$ cat config.mk
export PLATFORM = sky130hd
export DESIGN_NAME = gmii_tx_framer
export DESIGN_NICKNAME = d
export VERILOG_FILES = /design/src/rtl/gmii_tx_framer.sv
export SDC_FILE = /design/constraint.sdc
export NUM_CORES = 1
export LEC_CHECK = 0
export BUFFER_PORTS_ARGS = -buffer_cell sky130_fd_sc_hd__buf_4
export CORE_MARGIN = 3
export CORE_UTILIZATION = 60
export DETAILED_ROUTE_END_ITERATION = 8
export PLACE_DENSITY = 0.78
export SETUP_SLACK_MARGIN = 0.5
export SLEW_MARGIN = 20
export SYNTH_ARGS = -nofsm -noshare
export SYNTH_HDL_FRONTEND = slang
export SYNTH_SLANG_ARGS = --single-unit
export TNS_END_PERCENT = 100
$ cat constraint.sdc
create_clock -name clk -period 2.8 [get_ports clk]
set_input_delay 0.14 -clock clk [delete_from_list [all_inputs] [get_ports clk]]
set_output_delay 0.14 -clock clk [all_outputs]
set_load 0.02 [all_outputs]
$ cat src/rtl/gmii_tx_framer.sv
// GMII transmit framer: preamble/SFD, payload, zero pad, CRC32 FCS, inter-frame gap.
// All GMII outputs are registered; s_ready is decoded from the current state.
module gmii_tx_framer #(
  parameter int PREAMBLE_LEN = 7,
  parameter int MIN_PAYLOAD  = 60,
  parameter int IFG_CYCLES   = 12
) (
  input  logic       clk,
  input  logic       rst,
  input  logic [7:0] s_data,
  input  logic       s_valid,
  input  logic       s_last,
  output logic       s_ready,
  output logic [7:0] txd,
  output logic       tx_en,
  output logic       tx_er,
  output logic       tx_done,
  output logic       busy
);

  typedef enum logic [2:0] {IDLE, PRE, DATA, PAD, FCS, FLUSH, IFG} state_t;

  localparam logic [16:0] MIN_LEN = 17'(MIN_PAYLOAD);
  localparam logic [7:0]  PRE_LEN = 8'(PREAMBLE_LEN);
  localparam logic [7:0]  IFG_LEN = 8'(IFG_CYCLES);

  state_t      state_q, state_d;
  logic [7:0]  cnt_q, cnt_d;
  logic [15:0] pcnt_q, pcnt_d;
  logic [31:0] crc_q, crc_d;
  logic [7:0]  txd_q, txd_d;
  logic        tx_en_q, tx_en_d;
  logic        tx_er_q, tx_er_d;
  logic        tx_done_q, tx_done_d;

  logic [16:0] pcnt_nxt;
  logic [15:0] pcnt_sat;
  logic [31:0] fcs;

  // Reflected CRC32, one byte per call, LSB first.
  function automatic logic [31:0] crc_byte(input logic [31:0] crc, input logic [7:0] d);
    logic [31:0] c;
    c = crc ^ {24'h0, d};
    for (int i = 0; i < 8; i++) begin
      c = c[0] ? ((c >> 1) ^ 32'hEDB88320) : (c >> 1);
    end
    return c;
  endfunction

  always_comb begin
    state_d   = state_q;
    cnt_d     = cnt_q;
    pcnt_d    = pcnt_q;
    crc_d     = crc_q;
    txd_d     = 8'h00;
    tx_en_d   = 1'b0;
    tx_er_d   = 1'b0;
    tx_done_d = 1'b0;
    pcnt_nxt  = {1'b0, pcnt_q} + 17'd1;
    pcnt_sat  = (&pcnt_q) ? pcnt_q : pcnt_q + 16'd1;
    fcs       = ~crc_q;

    unique case (state_q)
      IDLE: begin
        crc_d  = 32'hFFFFFFFF;
        pcnt_d = 16'd0;
        cnt_d  = 8'd0;
        if (s_valid) begin
          state_d = PRE;
          txd_d   = 8'h55;
          tx_en_d = 1'b1;
          cnt_d   = 8'd1;
        end
      end
      PRE: begin
        tx_en_d = 1'b1;
        if (cnt_q == PRE_LEN) begin
          txd_d   = 8'hD5;
          state_d = DATA;
          cnt_d   = 8'd0;
        end else begin
          txd_d = 8'h55;
          cnt_d = cnt_q + 8'd1;
        end
      end
      DATA: begin
        tx_en_d = 1'b1;
        if (s_valid) begin
          txd_d  = s_data;
          crc_d  = crc_byte(crc_q, s_data);
          pcnt_d = pcnt_sat;
          if (s_last) begin
            cnt_d   = 8'd0;
            state_d = (pcnt_nxt < MIN_LEN) ? PAD : FCS;
          end
        end else begin
          // Upstream starved mid-frame: poison the frame and swallow the rest.
          tx_er_d = 1'b1;
          state_d = FLUSH;
        end
      end
      PAD: begin
        tx_en_d = 1'b1;
        crc_d   = crc_byte(crc_q, 8'h00);
        pcnt_d  = pcnt_sat;
        if (pcnt_nxt >= MIN_LEN) begin
          state_d = FCS;
          cnt_d   = 8'd0;
        end
      end
      FCS: begin
        tx_en_d = 1'b1;
        cnt_d   = cnt_q + 8'd1;
        case (cnt_q[1:0])
          2'd0:    txd_d = fcs[7:0];
          2'd1:    txd_d = fcs[15:8];
          2'd2:    txd_d = fcs[23:16];
          default: txd_d = fcs[31:24];
        endcase
        if (cnt_q[1:0] == 2'd3) begin
          tx_done_d = 1'b1;
          state_d   = IFG;
          cnt_d     = 8'd0;
        end
      end
      FLUSH: begin
        if (s_valid && s_last) begin
          state_d = IFG;
          cnt_d   = 8'd0;
        end
      end
      IFG: begin
        if (cnt_q == IFG_LEN - 8'd1) begin
          state_d = IDLE;
          cnt_d   = 8'd0;
        end else begin
          cnt_d = cnt_q + 8'd1;
        end
      end
      default: state_d = IDLE;
    endcase
  end

  always_ff @(posedge clk) begin
    if (rst) begin
      state_q   <= IDLE;
      cnt_q     <= 8'd0;
      pcnt_q    <= 16'd0;
      crc_q     <= 32'hFFFFFFFF;
      txd_q     <= 8'h00;
      tx_en_q   <= 1'b0;
      tx_er_q   <= 1'b0;
      tx_done_q <= 1'b0;
    end else begin
      state_q   <= state_d;
      cnt_q     <= cnt_d;
      pcnt_q    <= pcnt_d;
      crc_q     <= crc_d;
      txd_q     <= txd_d;
      tx_en_q   <= tx_en_d;
      tx_er_q   <= tx_er_d;
      tx_done_q <= tx_done_d;
    end
  end

  assign s_ready = !rst && ((state_q == DATA) || (state_q == FLUSH));
  assign busy    = (state_q != IDLE);
  assign txd     = txd_q;
  assign tx_en   = tx_en_q;
  assign tx_er   = tx_er_q;
  assign tx_done = tx_done_q;

endmodule

==> results_dict.tcl <==
set metrics [dict create \
    outcome "completed" \
    timing.final.crit_share 0.7909 \
    final_critical_delay_including_setup_and_external_delays_ns 2.214 \
    worst_ep_arrival_time_ns 2.50 \
    rsz0062_at_grt "true" \
    routed_wl_um 14110 \
    r2r-end "pcnt_q[9]" \
    power.share.combinational 0.628 \
    initial_core_util 0.6306 \
    cts_made_buffers 9 \
    synth.yosys.warnings 0 \
    tritoncts "done" \
    finalClockSkew_ns 0.01868 \
    placementRows 33 \
    fraction_of_final_layout_cells_sized_beyond_drive_strength_1 0.1662 \
    detail_route.vias_per_cell 6.250 \
    crit_required_ns 3.08 \
    synth_cell_type_count 74 \
    post-route-drc-count 0 \
    via_count_of_the_first_global_routing_pass 4469 \
    detail_route.first_pass.iterations 5 \
    synth_largest_type_area_fraction 0.2638 \
    gpl.final_weighted_congestion 0.9847 \
    power_switching_w 0.003004 \
    post_cts_hold_buffer_count 0 \
    r2r-start "state_q[1]" \
    grt_first_pass_wirelength_um 22910 \
    worst_ir_drop_on_vdd_mv 0.4969 \
    postSynth.asyncResetShare 0 \
    synth_area_leader_cell "sky130_fd_sc_hd__dfxtp_1" \
    synth-seq-cells 70 \
    power.switching_fraction 0.4572 \
    areaGrowthSynthToFinish_pct 11.31 \
    most-common-layout-cells "88 x sky130_fd_sc_hd__xnor2_1, 66 x sky130_fd_sc_hd__nor2_1, 60 x sky130_fd_sc_hd__dfxtp_1" \
    dp_hpwl_um 9982 \
    track_usage 0.2868 \
    drt-initial-drc-count 350 \
    power_frac_seq 0.228 \
    final_area_sq_mm 0.005912 \
    syn_nets 662 \
    count_of_vias_placed_by_the_detailed_router 4794 \
    post_dp_cell_area_sq_mm 0.005573 \
    tritoncts_num_sinks 70 \
    cpPeakStageDelay_ns 0.44 \
    fmax_mhz 451.6 \
    cts.path.max_buffers 2 \
    buffer_ports.inserted 24 \
    cp-startpoint "state_q[1]" \
    maxSlewHeadroom 0.4228 \
    grt_remaining_overflow 0 \
    seq_total_area_yosys 0.2638 \
    clk_pin_slew_worst_paths_ns 0.08 \
    final-hold-violation-count 0 \
    timing.reg2reg.setup_slack_ns 0.59 \
    yosys-top-cells-area "sky130_fd_sc_hd__dfxtp_1 26%, sky130_fd_sc_hd__xnor2_1 15%, sky130_fd_sc_hd__xor2_1 4.9%" \
    route.antenna.remaining_nets 0 \
    fillCellCount 664 \
    hold_class "input pin to register" \
    timing.setup.critical_path_class "register to register" \
    die_area_sq_mm 0.01002 \
    synthCells 643 \
    p_leak_nw 2.199 \
    clock_root_buffer_master "sky130_fd_sc_hd__clkbuf_8" \
    timing.critical_path.to_type "register" \
    setup-tns-final_ns 0 \
    synth-edff-count 0 \
    number_of_maximum_capacitance_violations 0 \
    worst_slew_pin_slew_ns 0.8627 \
    num-nets-final 676 \
    dieWidth_um 100.1 \
    ys_dominant_reg_cell "sky130_fd_sc_hd__dfxtp_1" \
    cp_cell_sequence "buf_4 -> nor3b_1 -> or3_1 -> a41o_2 -> nor2_2 -> nand4b_1 -> a21oi_1" \
    syn-cell-area_sq_mm 0.005311 \
    post_synth.cell_area_avg_sq_um 8.260 \
    setup.worst_path.start_class "register" \
    maximum_fanout_along_the_worst_path 13 \
    ff2ff_path_depth 7 \
    detail_route.wl_per_cell_um 18.40 \
    antenna_cells_inserted 0 \
    coreArea_sq_mm 0.008423 \
    clkLatencyLatePin_ns 0.36 \
    die_y_um 100.1 \
    internal_power_w 0.003566 \
    grt_max_degree 39 \
    pwr-share-clk 0.144 \
    worst_path_max_delay_cell "sky130_fd_sc_hd__or3_1" \
    cts-htree-levels 3 \
    mostFrequentLayoutCell "sky130_fd_sc_hd__xnor2_1" \
    pin_count 25 \
    slew_violations 0 \
    setup_viol 0 \
    power_density_mw_per_mm2 1111 \
    critical_path.endpoint "pcnt_q[9]" \
    antenna_found_initial 0 \
]
how the worst min path moves through the flow:
stage                   start      to  slack, ns  depth (start not counted)
global route          s_valid   tx_er       0.06                          2
CTS                   s_valid   tx_er       0.05                          2
global placement      s_valid   tx_er       0.42                          2
finish                s_valid   tx_er       0.07                          2
detailed placement    s_valid   tx_er       0.43                          2
floorplan           s_data[3]  txd[3]       0.28                          2
flip-flops by register name (all words and copies together) (netlist names):
signal,count
tx_done,1
cnt_q,8
tx_er,1
tx_en,1
txd,8
crc_q,32
pcnt_q,16
state_q,3
layer usage:
metal  up-vias  global-route usage  wire length, um
met1      2267              0.3982             6274
met2       217              0.4515             6436
met4         0             0.09326              269
li1       2282                   -                -
met5         -                   0                0
met3        28             0.05420             1128
layout make-up:
cell class	count	area, sq um	area share
clock inverter	7	98.84	0.01672
multi-input combinational	511	3707	0.6271
sequential	70	1419	0.2400
tap	105	131.4	0.02222
clock buffer	9	123.9	0.02095
timing repair buffer	50	375.4	0.06349
inverter	15	56.30	0.009524
synthesized netlist by cell type (3+ instances only):
cell type	count
sky130_fd_sc_hd__a211oi_1	5
sky130_fd_sc_hd__a21oi_1	48
sky130_fd_sc_hd__a311oi_2	3
sky130_fd_sc_hd__a31oi_1	13
sky130_fd_sc_hd__and3_1	6
sky130_fd_sc_hd__buf_1	8
sky130_fd_sc_hd__buf_2	7
sky130_fd_sc_hd__buf_4	4
sky130_fd_sc_hd__buf_6	3
sky130_fd_sc_hd__clkbuf_1	23
sky130_fd_sc_hd__dfxtp_1	70
sky130_fd_sc_hd__ha_1	7
sky130_fd_sc_hd__inv_1	14
sky130_fd_sc_hd__mux2i_1	7
sky130_fd_sc_hd__nand2_1	48
sky130_fd_sc_hd__nand2b_1	9
sky130_fd_sc_hd__nand3_1	16
sky130_fd_sc_hd__nand3b_1	5
sky130_fd_sc_hd__nor2_1	66
sky130_fd_sc_hd__nor2b_1	7
sky130_fd_sc_hd__nor3_1	15
sky130_fd_sc_hd__nor3b_1	3
sky130_fd_sc_hd__nor4_1	3
sky130_fd_sc_hd__o2111a_1	6
sky130_fd_sc_hd__o21ai_0	27
sky130_fd_sc_hd__o21ai_1	5
sky130_fd_sc_hd__o221ai_1	6
sky130_fd_sc_hd__o22ai_1	16
sky130_fd_sc_hd__or3_1	10
sky130_fd_sc_hd__xnor2_1	88
sky130_fd_sc_hd__xnor2_2	4
sky130_fd_sc_hd__xnor3_1	5
sky130_fd_sc_hd__xor2_1	30
power by group through the flow:
stage	combinational (W)	clock [W]	sequential, W
final	0.00413	0.000943	0.00150
after floorplan	0.00318	0	0.00140
after global placement	0.00395	0	0.00149
after CTS	0.00403	0.000948	0.00148
after global routing	0.00444	0.000987	0.00152
after detailed placement	0.00400	0	0.00150
metrics by stage:
stage	cells	power (W)	hold slack (ns)	setup slack, ns	util
floorplan	643	0.004579	0.2766	0.6587	-
global placement	748	0.005443	0.4218	0.4677	0.6616
detailed placement	748	0.005502	0.4289	0.3574	0.6616
CTS	765	0.006463	0.05469	0.5043	0.6904
global route	767	0.006950	0.06279	0.4503	0.7019
finish	767	0.006570	0.06578	0.5856	0.7019
kinds of logic (layout without fill, tap and decap cells):
kind of cell | after synthesis | in the layout | share of synthesized area
simple gates | 206 | 206 | 0.1995
xor+xnor | 133 | 133 | 0.2535
compound gates | 157 | 157 | 0.1979
fa+ha+maj | 7 | 7 | 0.01649
mux | 8 | 8 | 0.01531
flops | 70 | 70 | 0.2638
buf+inv | 62 | 81 | 0.05347
critical path: cells and delay by family (launching register included):
kind,cells,cell delay (ns)
buffers and inverters,1,0.17
AOI/OAI and AO/OA,2,0.52
DFF,1,0.32
and+or+nand+nor,4,1.14
repair_timing:
item,CTS,global route
gates resized for setup,5,19
endpoints found under the setup margin,25,27
setup buffers,1,2
pin swaps,1,5
(Power assumes the default switching activity.)
